==> src/rtl/xb_fifo128_source.sv <==
// xb_fifo128_source: packs a 32-bit FWFT host stream into 128-bit entries
// and presents them to an IP through the responder side of an ap_fifo read
// port. Up to DEPTH packed entries are buffered; the head entry is visible
// combinationally on in_r_dout (first-word-fall-through).
module xb_fifo128_source #(
  parameter int DEPTH = 4
) (
  input  logic                     ip_clk,
  input  logic                     ip_rst_n,
  input  logic [31:0]              host_din,
  input  logic                     host_empty,
  output logic                     host_rden,
  input  logic                     flush,
  output logic [127:0]             in_r_dout,
  output logic                     in_r_empty_n,
  input  logic                     in_r_read,
  output logic [$clog2(DEPTH):0]   fill_level
);

  localparam int AW = $clog2(DEPTH);
  localparam int CW = AW + 1;
  localparam logic [CW-1:0] DEPTH_C = CW'(DEPTH);

  logic           sync_r;
  logic           run_r;
  logic [1:0]     lane_r;
  logic [95:0]    pack_r;
  logic [127:0]   mem_r [DEPTH];
  logic [AW-1:0]  wr_ptr_r;
  logic [AW-1:0]  rd_ptr_r;
  logic [CW-1:0]  count_r;

  logic           pop_s;
  logic           consume_s;
  logic           push_s;
  logic           space_s;

  // Reset release synchroniser: assertion is immediate, release takes two edges.
  always_ff @(posedge ip_clk or negedge ip_rst_n) begin
    if (!ip_rst_n) begin
      sync_r <= 1'b0;
      run_r  <= 1'b0;
    end else begin
      sync_r <= 1'b1;
      run_r  <= sync_r;
    end
  end

  // Handshake decode: pop when the IP reads a non-empty buffer, consume a host
  // word when there is room in the packer or the buffer (a same-cycle pop
  // frees a slot for the lane-3 push).
  always_comb begin
    pop_s     = 1'b0;
    consume_s = 1'b0;
    push_s    = 1'b0;
    space_s   = 1'b0;
    if (run_r && !flush) begin
      pop_s     = in_r_read && (count_r != {CW{1'b0}});
      space_s   = (lane_r != 2'd3) || (count_r < DEPTH_C) || pop_s;
      consume_s = !host_empty && space_s;
      push_s    = consume_s && (lane_r == 2'd3);
    end else begin
      pop_s     = 1'b0;
      consume_s = 1'b0;
      push_s    = 1'b0;
      space_s   = 1'b0;
    end
  end

  // Packer: collect lanes 0..2 into the holding register; lane 3 is taken
  // straight from host_din when the entry is pushed.
  always_ff @(posedge ip_clk or negedge ip_rst_n) begin
    if (!ip_rst_n) begin
      lane_r <= 2'd0;
      pack_r <= 96'h0;
    end else if (flush) begin
      lane_r <= 2'd0;
    end else if (consume_s) begin
      case (lane_r)
        2'd0:    pack_r[31:0]  <= host_din;
        2'd1:    pack_r[63:32] <= host_din;
        2'd2:    pack_r[95:64] <= host_din;
        default: pack_r        <= pack_r;
      endcase
      lane_r <= lane_r + 2'd1;
    end
  end

  // Entry storage: cleared on reset so the head reads zero until data arrives.
  always_ff @(posedge ip_clk or negedge ip_rst_n) begin
    if (!ip_rst_n) begin
      for (int i = 0; i < DEPTH; i++) begin
        mem_r[i] <= 128'h0;
      end
    end else if (push_s) begin
      mem_r[wr_ptr_r] <= {host_din, pack_r};
    end
  end

  // Pointers and occupancy; pointers wrap naturally since DEPTH is a power of two.
  always_ff @(posedge ip_clk or negedge ip_rst_n) begin
    if (!ip_rst_n) begin
      wr_ptr_r <= {AW{1'b0}};
      rd_ptr_r <= {AW{1'b0}};
      count_r  <= {CW{1'b0}};
    end else if (flush) begin
      wr_ptr_r <= {AW{1'b0}};
      rd_ptr_r <= {AW{1'b0}};
      count_r  <= {CW{1'b0}};
    end else begin
      if (push_s) begin
        wr_ptr_r <= wr_ptr_r + AW'(1);
      end
      if (pop_s) begin
        rd_ptr_r <= rd_ptr_r + AW'(1);
      end
      case ({push_s, pop_s})
        2'b10:   count_r <= count_r + CW'(1);
        2'b01:   count_r <= count_r - CW'(1);
        default: count_r <= count_r;
      endcase
    end
  end

  assign host_rden    = consume_s;
  assign in_r_dout    = mem_r[rd_ptr_r];
  assign in_r_empty_n = (count_r != {CW{1'b0}});
  assign fill_level   = count_r;

endmodule
==> config.mk <==
export PLATFORM = sky130hd
export DESIGN_NAME = xb_fifo128_source
export DESIGN_NICKNAME = d
export VERILOG_FILES = /design/src/rtl/xb_fifo128_source.sv
export SDC_FILE = /design/constraint.sdc
export NUM_CORES = 1
export LEC_CHECK = 0
export ABC_AREA = 1
export ABC_CLOCK_PERIOD_IN_PS = 2200
export BUFFER_PORTS_ARGS = -buffer_cell sky130_fd_sc_hd__buf_4
export CORE_UTILIZATION = 60
export CTS_BUF_LIST = sky130_fd_sc_hd__clkbuf_8
export CTS_CLUSTER_SIZE = 14
export DETAILED_ROUTE_END_ITERATION = 6
export PLACE_DENSITY = 0.9
export SETUP_SLACK_MARGIN = 0.5
export SYNTH_ARGS = -nofsm -noshare
export SYNTH_HDL_FRONTEND = slang
export SYNTH_SLANG_ARGS = --single-unit
==> constraint.sdc <==
create_clock -name ip_clk -period 2.2 [get_ports ip_clk]
set_input_delay 0.11 -clock ip_clk [delete_from_list [all_inputs] [get_ports ip_clk]]
set_output_delay 0.11 -clock ip_clk [all_outputs]
set_load 0.005 [all_outputs]
==> results_dict.tcl, run 1 <==
set metrics [dict create \
    status "did not finish" \
    haltStage "5_1_grt" \
    error_line "[ERROR GRT-0232] Routing congestion too high. Check the congestion heatmap in the GUI." \
    cts.sinks 619 \
    track_usage 0.808 \
    numCtsBuffers 96 \
    die_w_um 209 \
    synth_nets 2945 \
    grt_overflow 63 \
    die_h_um 209 \
    synth_area_leaders "dfrtp_1 (60%), o21ai_0 (17%), nand2_1 (9.3%)" \
    hpwl_mm 42.3 \
    grt_max_degree 185 \
    synth_warnings 0 \
    rows 75 \
    io_buffers 169 \
    synth_largest_area_cell "dfrtp_1" \
    ys_ff_latch 619 \
    place_area_um2 27500 \
    seq_area_frac_synth 0.603 \
    cts_max_level 3 \
    synthCells 2899 \
    synth.distinct_cells 19 \
    clock-root-buffer "clkbuf_8" \
    place_ws_ns 0.152 \
    ioPinCount 170 \
    cts_buffer_depth 3 \
    avgSynthCellArea_um2 8.86 \
    gp_congestion 0.866 \
    synth.top_cell.area_share 0.603 \
    syn-cell-area_um2 25700 \
    initial_utilization 0.611 \
]
[stage by stage]
step	hold WS, ns	instances
2_1_floorplan	-0.186	2899
3_3_place_gp	0.0375	3441
3_5_place_dp	0.0482	3441
4_1_cts	0.126	3722
[synthesized netlist by cell type, drive strengths merged]
cell type  number
inv           148
conb            1
dfrtp         619
fa              1
clkbuf        132
a21oi           3
nand2         636
buf            82
o22ai         128
nand3           5
xnor2           1
nor2          264
nand4           1
ha              8
o21ai         870
[cells by family after synthesis]
kind of cell / synth area share
AO/OA/AOI/OAI: 0.201
flip-flops: 0.603
AND/OR/NAND/NOR: 0.134
buffers and inverters: 0.0566
XOR/XNOR: 0.000341
adder cells (fa/ha/maj): 0.00468
other: 0.000146
[layer usage]
metal / overflow / track usage
met4: 26 / 0.778
met5: 0 / 0.601
met3: 2 / 0.745
met2: 33 / 0.914
met1: 2 / 0.787
[repair_timing]
action / CTS
hold buffers: 37
pin swaps: 51
gates cloned: 47
gates resized for setup: 311
setup endpoints to repair: 733
endpoints found under the hold margin: 787
setup buffers: 33
==> run 2: changes to the inputs <==
- CORE_UTILIZATION: 60 -> 40
- CTS_BUF_LIST: sky130_fd_sc_hd__clkbuf_8 -> unset
- CTS_CLUSTER_SIZE: 14 -> unset
- PLACE_DENSITY: 0.9 -> unset
- PLACE_DENSITY_LB_ADDON: unset -> 0.15
- SETUP_SLACK_MARGIN: 0.5 -> unset
==> results_dict.tcl, run 2 <==
set metrics [dict create \
    finalNetCount 3130 \
    start_kind "flip-flop" \
    slew_viol_final 0 \
    track_usage 0.239 \
    cts.sinks 619 \
    synth.most_common_cell "o21ai_0" \
    tns_ns -0.170 \
    dieArea_um2 65200 \
    r2r_setup_slack_ns 0.26 \
    synth_edf_count 0 \
    grt_pass1_wl_mm 121 \
    core_area_um2 63200 \
    async_reset_ff_frac 1.00 \
    synth.top_cell.area_share 0.603 \
    numCtsBuffers 69 \
    grt_max_degree 89 \
    rsz0062_at_grt "yes" \
    ys.flop_type "dfrtp_1" \
    dr.pass1.iters 7 \
    violations "DRC, setup timing" \
    ys_ff_latch 619 \
    largest_reg_flops 512 \
    ant_nets 0 \
    initial_utilization 0.406 \
    synth.top_cells.by_count "o21ai_0 (867), nand2_1 (636), dfrtp_1 (619), nor2_1 (259), inv_1 (148)" \
    fin_crit_ns 2.23 \
    fin_util 0.512 \
    slew_headroom 0.587 \
    grt_overflow 0 \
    period_share 1.01 \
    fmax_mhz 448 \
    cts_tree "yes" \
    ir_drop_mv 0.560 \
    routed_wl_mm 85.3 \
    synth_area_leaders "dfrtp_1 (60%), o21ai_0 (17%), nand2_1 (9.3%)" \
    status "finished with violations" \
    clock_skew_ns 0.0138 \
    powerDensity_nw_per_um2 791 \
    synth-adder-area-share 0.00468 \
    cts_max_level 3 \
    clkTransAtPathRegs_ns 0.06 \
    clk-insertion-delay-late_ns 0.60 \
    vias_per_cell 5.44 \
    avgSynthCellArea_um2 8.86 \
    final_common_cell "o21ai_0" \
    hold_violations 0 \
    hold_class "in -> async" \
    io_buffers 169 \
    post_drt_wl_per_cell_um 21.5 \
    critical_path.max_fanout 11 \
    p_leak_nw 15.4 \
    syn-cell-area_um2 25700 \
    synth_nets 2945 \
    worst_slack_ns -0.0297 \
    gp_congestion 0.806 \
    tightest_slew_ns 0.620 \
    critPathArrivalTime_ns 2.12 \
    cts_buffer_depth 3 \
    cp-end-kind "output port" \
    yosys.area_share.xor_xnor 0.000341 \
    drv_cap 0 \
    antennaDiodeCount 0 \
    required_ns 2.09 \
    drive_above_1_share 0.155 \
    synth-simple-area-share 0.134 \
    place_area_um2 28300 \
    ioPinCount 170 \
    synth_warnings 0 \
    synth_largest_area_cell "dfrtp_1" \
    setup_violations 10 \
    final_area_um2 32300 \
    synth.distinct_cells 19 \
    seq_area_frac_synth 0.603 \
    hpwl_mm 46.1 \
    rows 92 \
    drtIter0Drc 2415 \
    synthMuxAreaShare 0 \
    synthCells 2899 \
    die_h_um 255 \
    grt_pass1_vias 20531 \
    regMostFlops "mem_r" \
    clock-root-buffer "clkbuf_16" \
    antenna_found_initial 2 \
    area_growth_pct 26.0 \
    path_class "reg -> out" \
    synth_top_family_by_area "compound AO/OA/AOI/OAI gates" \
    remaining_drc_errors 3 \
    mostFrequentLayoutCells "o21ai_0 (798), nand2_1 (632), dfrtp_1 (617)" \
    synth_compound_area_frac 0.201 \
    via_count 21619 \
    die_w_um 255 \
]
-- run 2: cell counts after synthesis --
No cell type changed its count.
-- run 2: metal layers --
metal / GRT usage / share of wire / vias to the layer above / wire, µm
met5: 0 / 0 / - / 0
met4: 0.0952 / 0.037 / 0 / 3150
met3: 0.0407 / 0.067 / 127 / 5750
met2: 0.372 / 0.45 / 815 / 38500
met1: 0.334 / 0.44 / 10689 / 37900
li1: - / - / 9988 / -
-- run 2: kinds of logic (layout without fill, tap and decap cells) --
kind of cell / after synthesis / count (layout)
buffers and inverters: 362 / 593
adder cells (fa/ha/maj): 9 / 9
AND/OR/NAND/NOR: 906 / 906
AO/OA/AOI/OAI: 1001 / 1001
flip-flops: 619 / 619
other: 1 / 1
XOR/XNOR: 1 / 1
-- run 2: repair_timing --
action	in CTS	in global routing
hold buffers	35	0
gates resized for setup	37	158
setup buffers	0	18
pin swaps	5	15
hold endpoints to repair	571	0
cloned	1	29
setup endpoints to repair	83	111
-- run 2: worst paths after layout --
path | from | endpoint | cells after the start
max | rd_ptr_r[0] | in_r_dout[82] | 7
min | ip_rst_n | mem_r[282] | 2
max reg2reg | lane_r[0] | pack_r[78] | 7
min in group ip_clk | host_empty | wr_ptr_r[0] | 5
min reg2reg | sync_r | run_r | 0
max in group asynchronous | ip_rst_n | mem_r[247] | 3
-- run 2: power by group --
| group | total, W | internal (W) | switching (W) |
|---|---|---|---|
| Combinational | 0.00209 | 0.000647 | 0.00144 |
| Clock | 0.0113 | 0.00671 | 0.00458 |
| Sequential | 0.0122 | 0.0120 | 0.000201 |
-- run 2: final cells by class --
type	count	area [µm²]
fill	5738	30800
sequential	619	15500
multi-input combinational	1918	9180
timing repair buffer	327	3790
clock buffer	103	2070
tap	846	1060
inverter	148	594
clock inverter	14	128
timing repair inverter	1	30.0
-- run 2: metrics by stage --
stage / instances / worst slack (ns) / hold slack (ns) / total power [W]
floorplan: 2899 / 0.399 / -0.186 / 0.0133
global placement: 3776 / 0.290 / 0.114 / 0.0143
detailed placement: 3776 / 0.281 / 0.115 / 0.0144
CTS: 3929 / -0.0892 / 0.0719 / 0.0258
global route: 3976 / -0.0701 / 0.108 / 0.0266
finish: 3976 / -0.0297 / 0.0768 / 0.0256
-- run 2: worst max-delay path, stage by stage, from the launching register on --
cell and delay (ns):
dfrtp_4 0.50, buf_12 0.16, buf_8 0.14, buf_12 0.13
buf_6 0.17, nor2_2 0.13, o22ai_2 0.11, buf_4 0.15
Power figures use the tool's default switching activity.
